--- src/rtl/issue_scheduler.sv ---
// issue_scheduler
//   Round-robin issue arbiter for NUM_RS reservation stations, each feeding its
//   own pipelined FU of fixed latency. A shift register of completion slots
//   tracks which future cycle already owns the shared result bus. A station may
//   only issue when its completion would land on a free cycle.
//
// Ports
//   clk         clock
//   reset       synchronous active-high reset (clears slots and pointer)
//   flush       drops all pending completions, blocks issue this cycle
//   rs_ready    per-station insn_ready
//   rs_dst_tag  per-station destination ROB tag, slice i = station i
//   issue       one-hot-or-zero issue command
//   wakeup      completion broadcast valid (from slot 0)
//   wakeup_tag  ROB tag of the completing instruction, 0 when idle
//   wakeup_src  one-hot completing FU (result-mux select), 0 when idle
module issue_scheduler #(
    parameter int NUM_RS      = 4,
    parameter int MAX_LAT     = 4,
    parameter int LAT0        = 1,
    parameter int LAT1        = 1,
    parameter int LAT2        = 3,
    parameter int LAT3        = 4,
    parameter int ROB_TAG_LEN = 6
) (
    input  logic                          clk,
    input  logic                          reset,
    input  logic                          flush,
    input  logic [NUM_RS-1:0]             rs_ready,
    input  logic [NUM_RS*ROB_TAG_LEN-1:0] rs_dst_tag,
    output logic [NUM_RS-1:0]             issue,
    output logic                          wakeup,
    output logic [ROB_TAG_LEN-1:0]        wakeup_tag,
    output logic [NUM_RS-1:0]             wakeup_src
);

    localparam int PTR_W = (NUM_RS > 1) ? $clog2(NUM_RS) : 1;

    function automatic int lat_of(input int i);
        case (i)
            0:       return LAT0;
            1:       return LAT1;
            2:       return LAT2;
            default: return LAT3;
        endcase
    endfunction

    // s[k] completes k cycles after the current one
    logic [MAX_LAT-1:0]                  slot_valid;
    logic [MAX_LAT-1:0][ROB_TAG_LEN-1:0] slot_tag;
    logic [MAX_LAT-1:0][NUM_RS-1:0]      slot_src;
    logic [PTR_W-1:0]                    ptr;

    logic [NUM_RS-1:0] eligible;
    logic [NUM_RS-1:0] grant;
    logic [PTR_W-1:0]  ptr_next;

    // A latency-L issue is written to s[L-1] after the shift, so it collides
    // with whatever currently sits in s[L]. Max-latency stations never collide.
    for (genvar gi = 0; gi < NUM_RS; gi++) begin : g_elig
        localparam int L = lat_of(gi);
        logic blocked;
        if (L >= MAX_LAT) begin : g_free
            assign blocked = 1'b0;
        end else begin : g_chk
            assign blocked = slot_valid[L];
        end
        assign eligible[gi] = rs_ready[gi] & ~blocked & ~flush & ~reset;
    end

    // Rotating-priority search starting at ptr; first eligible station wins.
    always_comb begin
        int unsigned cand;
        logic        found;
        grant    = '0;
        ptr_next = ptr;
        cand     = 0;
        found    = 1'b0;
        for (int unsigned n = 0; n < NUM_RS; n++) begin
            cand = 32'(ptr) + n;
            if (cand >= NUM_RS) begin
                cand = cand - NUM_RS;
            end
            for (int unsigned i = 0; i < NUM_RS; i++) begin
                if (!found && i == cand && eligible[i]) begin
                    grant[i] = 1'b1;
                    found    = 1'b1;
                    ptr_next = (i == NUM_RS - 1) ? '0 : PTR_W'(i + 1);
                end
            end
        end
    end

    always_ff @(posedge clk) begin
        if (reset) begin
            slot_valid <= '0;
            slot_tag   <= '0;
            slot_src   <= '0;
            ptr        <= '0;
        end else if (flush) begin
            slot_valid <= '0;
            slot_tag   <= '0;
            slot_src   <= '0;
        end else begin
            for (int unsigned k = 0; k + 1 < MAX_LAT; k++) begin
                slot_valid[k] <= slot_valid[k+1];
                slot_tag[k]   <= slot_tag[k+1];
                slot_src[k]   <= slot_src[k+1];
            end
            slot_valid[MAX_LAT-1] <= 1'b0;
            slot_tag[MAX_LAT-1]   <= '0;
            slot_src[MAX_LAT-1]   <= '0;
            // Eligibility guarantees the shifted-in value here is invalid.
            for (int unsigned i = 0; i < NUM_RS; i++) begin
                if (grant[i]) begin
                    slot_valid[lat_of(i)-1] <= 1'b1;
                    slot_tag[lat_of(i)-1]   <= rs_dst_tag[i*ROB_TAG_LEN +: ROB_TAG_LEN];
                    slot_src[lat_of(i)-1]   <= NUM_RS'(1) << i;
                end
            end
            ptr <= ptr_next;
        end
    end

    assign issue      = grant;
    assign wakeup     = slot_valid[0];
    assign wakeup_tag = slot_valid[0] ? slot_tag[0] : '0;
    assign wakeup_src = slot_valid[0] ? slot_src[0] : '0;

endmodule

--- config.mk ---
export PLATFORM = sky130hd
export DESIGN_NAME = issue_scheduler
export DESIGN_NICKNAME = d
export VERILOG_FILES = /design/src/rtl/issue_scheduler.sv
export SDC_FILE = /design/constraint.sdc
export NUM_CORES = 1
export LEC_CHECK = 0
export CORE_MARGIN = 5
export CORE_UTILIZATION = 48
export CTS_CLUSTER_SIZE = 10
export DETAILED_ROUTE_END_ITERATION = 8
export HOLD_SLACK_MARGIN = 0.1
export PLACE_DENSITY = 0.78
export SLEW_MARGIN = 20
export SYNTH_ARGS = -nofsm -noshare
export SYNTH_HDL_FRONTEND = slang
export SYNTH_SLANG_ARGS = --single-unit
--- constraint.sdc ---
create_clock -name clk -period 2.9 [get_ports clk]
set_input_delay 0.435 -clock clk [delete_from_list [all_inputs] [get_ports clk]]
set_output_delay 0.435 -clock clk [all_outputs]
set_load 0.05 [all_outputs]
Word level (Yosys, flattened, before mapping)
Cells that the tools add are included.
{ "classes": {"magnitude_cmp": 12, "n_reduce_logical": 57, "n_addsub": 11, "n_eq_ne": 12, "bitwise": 31, "mux": 122} }
{ "ops": {"columns": ["cell", "count"], "rows": [
  ["$mux W32", 16],
  ["$eq A2 B32 Y1 const A", 8],
  ["$mux W24", 10],
  ["$mux W16", 10],
  ["$eq A1 B32 Y1 const A", 4],
  ["$ge A32 B1 Y1 const B", 4],
  ["$logic_not A32 Y1", 4],
  ["$lt A32 B4 Y1 const B", 4],
  ["$sub A32 B2 Y32 const B", 4],
  ["$bwmux W24", 4],
  ["$mux W4", 15],
  ["$demux W6 S2", 4],
  ["$not A12 Y12", 4],
  ["$and A12 B12 Y12", 3],
  ["$logic_and A1 B1 Y1", 35],
  ["$mux W1", 34],
  ["$demux W4 S2", 4],
  ["$mux W2", 16],
  ["$mux W6", 5],
  ["$or A4 B4 Y4", 6],
  ["$reduce_bool A16 Y1", 1],
  ["$logic_not A1 Y1", 15],
  ["$and A9 B12 Y12", 1],
  ["$sub A3 B3 Y4 const B", 3],
  ["other kinds (11)", 31]
]} }
{ "totals": {"elab_cells": 255, "inputBits": 31, "out_inout_bits": 15, "regBits": 46} }

Depth between registers and ports, before layout
{ "depth": {"word_depth": 77, "ltp_mapped": 7, "mapped_depth_nobuf": 5} }

Worst setup path before layout
Ideal clock, no wire load.
{ "synth_path": {"kind": "input-to-output", "start": "input rs_ready[2]", "end": "output issue[3]", "t_required_ns": 2.465, "arrival_time_ns": 2.264, "cell_stages": 4, "path_slack_ns": 0.201, "path_buffers": 1, "path_cell_list": "nand2b_1 -> buf_2 -> o21ai_0 -> a211oi_1"} }
{ "synth_via": {"elab_chain_cells": 57, "elab_cells_between_ends": 60, "cone_classes": "17 x mux; 3 x bitwise; 40 x reduce/logical"} }
{ "synth_lines": {"columns": ["item", "line_no", "source"], "rows": [
  ["start: declaration", "29", "input logic [NUM_RS-1:0] rs_ready,"],
  ["$and A1 B1 Y1 * (3 in series)", "68", "assign eligible[gi] = rs_ready[gi] & ~blocked & ~flush & ~reset;"],
  ["$logic_and A1 B1 Y1", "85", "if (!found && i == cand && eligible[i]) begin"],
  ["$mux W1", "85", null],
  ["$logic_not A1 Y1", "85", null],
  ["$logic_and A1 B1 Y1 (2 in series)", "85", null],
  ["$mux W1", "85", null],
  ["$logic_not A1 Y1", "85", null],
  ["$logic_and A1 B1 Y1 (2 in series)", "85", null],
  ["[34 not listed]", null, null],
  ["$logic_and A1 B1 Y1 (2 in series)", "85", null],
  ["$mux W1", "85", null],
  ["$logic_not A1 Y1", "85", null],
  ["$logic_and A1 B1 Y1 (2 in series)", "85", null],
  ["$mux W1", "85", null],
  ["$logic_not A1 Y1", "85", null],
  ["$logic_and A1 B1 Y1 (2 in series)", "85", null],
  ["$mux W1 *", "85", null],
  ["end: declaration", "31", "output logic [NUM_RS-1:0] issue,"]
]} }
Every way passes the cells marked *; elsewhere a longest branch is shown, timed or not.

Worst setup path in the final report
{ "layout_path": {"start": "input rs_ready[0]", "end": "output issue[0]"} }
{ "layout_via": {"elab_chain_cells": 53, "elab_cells_between_ends": 55, "cone_classes": "15 x mux; 3 x bitwise; 37 x reduce/logical"} }
{ "layout_lines": {"columns": ["item", "line_no"], "rows": [
  ["$and A1 B1 Y1 * (3 in series)", "68"],
  ["$logic_and A1 B1 Y1", "85"],
  ["$mux W1", "85"],
  ["$logic_not A1 Y1", "85"],
  ["$logic_and A1 B1 Y1 (2 in series)", "85"],
  ["$mux W1", "85"],
  ["$logic_not A1 Y1", "85"],
  ["$logic_and A1 B1 Y1 (2 in series)", "85"],
  ["[30 not listed]", null],
  ["$logic_and A1 B1 Y1 (2 in series)", "85"],
  ["$mux W1", "85"],
  ["$logic_not A1 Y1", "85"],
  ["$logic_and A1 B1 Y1 (2 in series)", "85"],
  ["$mux W1", "85"],
  ["$logic_not A1 Y1", "85"],
  ["$logic_and A1 B1 Y1 (2 in series)", "85"],
  ["$mux W1 *", "85"]
]} }
Marks and branches as above.

==> qor.csv <==
metric,value,unit
regToRegSetupSlack,0.98,ns
hold_depth,1,
path_buf_inv,2,
vias,1130,
ant_nets,0,
rows,20,
worst_ep_required_time,2.47,ns
ctsRootBufferMaster,clkbuf_4,
fin_crit_sh,0.9346,
grt_max_degree,14,
final_common_cell,clkdlybuf4s50_1,
r2r-start,slot_valid[1],
ys_ff_latch,38,
cts_tree,built,
ir_worst_vdd,0.3139,mV
dieArea,4224,µm²
synth_compound_area_frac,0.1862,
postCtsResizedCells,0,
syn-cell-area,1451,µm²
syn_area_per_cell,11.00,µm²
endpoint_kind,output pin,
drive_above_1_share,0.1505,
synth.net_count,163,
core,2978,µm²
first_pass_iters,4,
synth_top_family_by_area,simple AND/OR/NAND/NOR gates,
clock_latency,0.33,ns
cellLeakagePower,0.8218,nW
synth_fa_ha_area_frac,0,
grt_overflow,0,
cp_data_arrival_time,2.28,ns
finalInstanceArea,2053,µm²
ctsHoldBuffers,0,
power_density,463.5,nW/µm²
drv_slew,0,
startpoint_type,primary input,
pin_count,46,
final_cell_mix,"clkdlybuf4s50_1, dfxtp_1, and2_1, nor2_1",
diodes,0,
clkSlewWorstSetupHoldPaths,0.10,ns
placed_area,1989,µm²
worstMarginPinSlew,0.5587,ns
htree_levels,2,
critPathKind,in2out,
fin_skew,0.006463,ns
slew_headroom,0.6275,
netlist_instances,132,
hp-start,slot_tag[11],
nets,216,
cpMaxStageDelayCell,o31ai_4,
cts_setup_buffers,0,
grt_pass1_wl,4788,µm
worstPathCellList,clkdlybuf4s50_1 > or4b_4 > o31ai_4 > buf_12,
die_y,64.99,µm
critPathMaxFanout,9,
hold_class,reg2reg,
synth_seq_area_share,0.5241,
rsz0062_at_grt,false,
rr_endpoint,slot_tag[0],
crit_family,buffers and inverters,
max_stage_delay,0.56,ns
synth.distinct_cells,33,
place_hpwl,2353,µm
cts_buffers,5,
grt_usage,0.1492,
muxShareOfSynthArea,0.04138,
syn_to_final_growth,41.47,%
yosys.area_share.simple,0.2216,
ys_warn_count,0,
holdPathEnd,slot_tag[5],
cts_buffer_depth,2,
initial_utilization,0.4874,
synth_xor_area_frac,0,
routed_wl,2907,µm
antenna_found_initial,0,
die_w,64.99,µm
gp_congestion,0.8313,
max_freq,368.9,MHz
numPortBuffers,45,
grt_pass1_vias,1118,
r2r_cells,4,
period_minus_slack,2.710,ns
drt-vias-per-instance,5.160,
first_iter_violations,26,
finalHoldViolCount,0,
drc,0,
routedWlPerCell,13.27,µm
status,completed,
setup_viol,0,
drv_cap,0,
final_core_utilization,0.6895,
cts_sinks,38,
tns,0,ns
[state kept, by name (all words and copies together) (netlist names)]
name / cells
slot_src: 8
slot_tag: 24
ptr: 2
slot_valid: 4
[synth_stat cells, drive strengths merged]
cell type | number | area (µm²)
buf | 3 | 27.52
nor2 | 13 | 51.30
inv | 2 | 7.510
a2bb2oi | 1 | 8.760
o211ai | 1 | 12.51
o21bai | 1 | 7.510
clkbuf | 1 | 3.750
a22o | 6 | 52.55
or3 | 2 | 22.52
nor3 | 2 | 21.27
a21o | 6 | 45.04
and2 | 28 | 175.2
a31oi | 1 | 6.260
nor2b | 1 | 6.260
or2 | 2 | 12.51
nand2b | 2 | 12.51
a21oi | 3 | 26.28
a211oi | 5 | 55.05
mux2i | 6 | 60.06
o31ai | 3 | 41.29
nor4 | 1 | 6.260
o21ai | 3 | 15.01
or4b | 1 | 13.76
dfxtp | 38 | 760.7
[per-layer routing]
layer  part of all wire  global-route usage  wire, µm
met5                  0                   0         0
met1               0.38              0.1537      1111
met2               0.49              0.2631      1435
met4              0.014             0.06069        42
met3               0.11             0.06412       318
[how the worst max path moves through the flow]
stage | cells after the start | endpoint | from
2_1_floorplan | 4 | issue[3] | rs_ready[2]
3_3_place_gp | 4 | issue[0] | rs_ready[0]
5_1_grt | 4 | issue[0] | rs_ready[0]
4_1_cts | 4 | issue[0] | rs_ready[0]
6_report | 4 | issue[0] | rs_ready[0]
3_5_place_dp | 4 | issue[0] | rs_ready[0]
[metrics by stage]
| step | power (mW) | hold WS [ns] | std cells | setup slack (ns) |
|---|---|---|---|---|
| after floorplan | 0.6179 | 0.4029 | 132 | 0.2006 |
| after global placement | 0.6799 | 0.4096 | 211 | 0.2613 |
| after detailed placement | 0.6844 | 0.4086 | 211 | 0.1915 |
| after CTS | 0.9616 | 0.4383 | 219 | 0.1920 |
| after global routing | 0.9960 | 0.4558 | 219 | 0.1450 |
| final | 0.9517 | 0.4369 | 219 | 0.1896 |
[kinds of logic after synthesis]
kind of cell	after synthesis
and+or+nand+nor	52
DFF	38
AOI/OAI and AO/OA	30
muxes	6
buffers and inverters	6
[cell type report]
class	instances	area, µm²
multi-input combinational	88	651.9
timing repair buffer	50	528.0
clock inverter	2	12.51
inverter	2	7.507
sequential	38	760.7
fill	231	924.6
clock buffer	6	51.30
tap	33	41.29
[power breakdown]
part	switching [mW]	internal (mW)	total [mW]
clock network	0.163	0.116	0.279
logic	0.0589	0.0721	0.131
registers	0.00768	0.534	0.541
total	0.229	0.722	0.952
No activity file was read; power rests on OpenSTA's default activity.
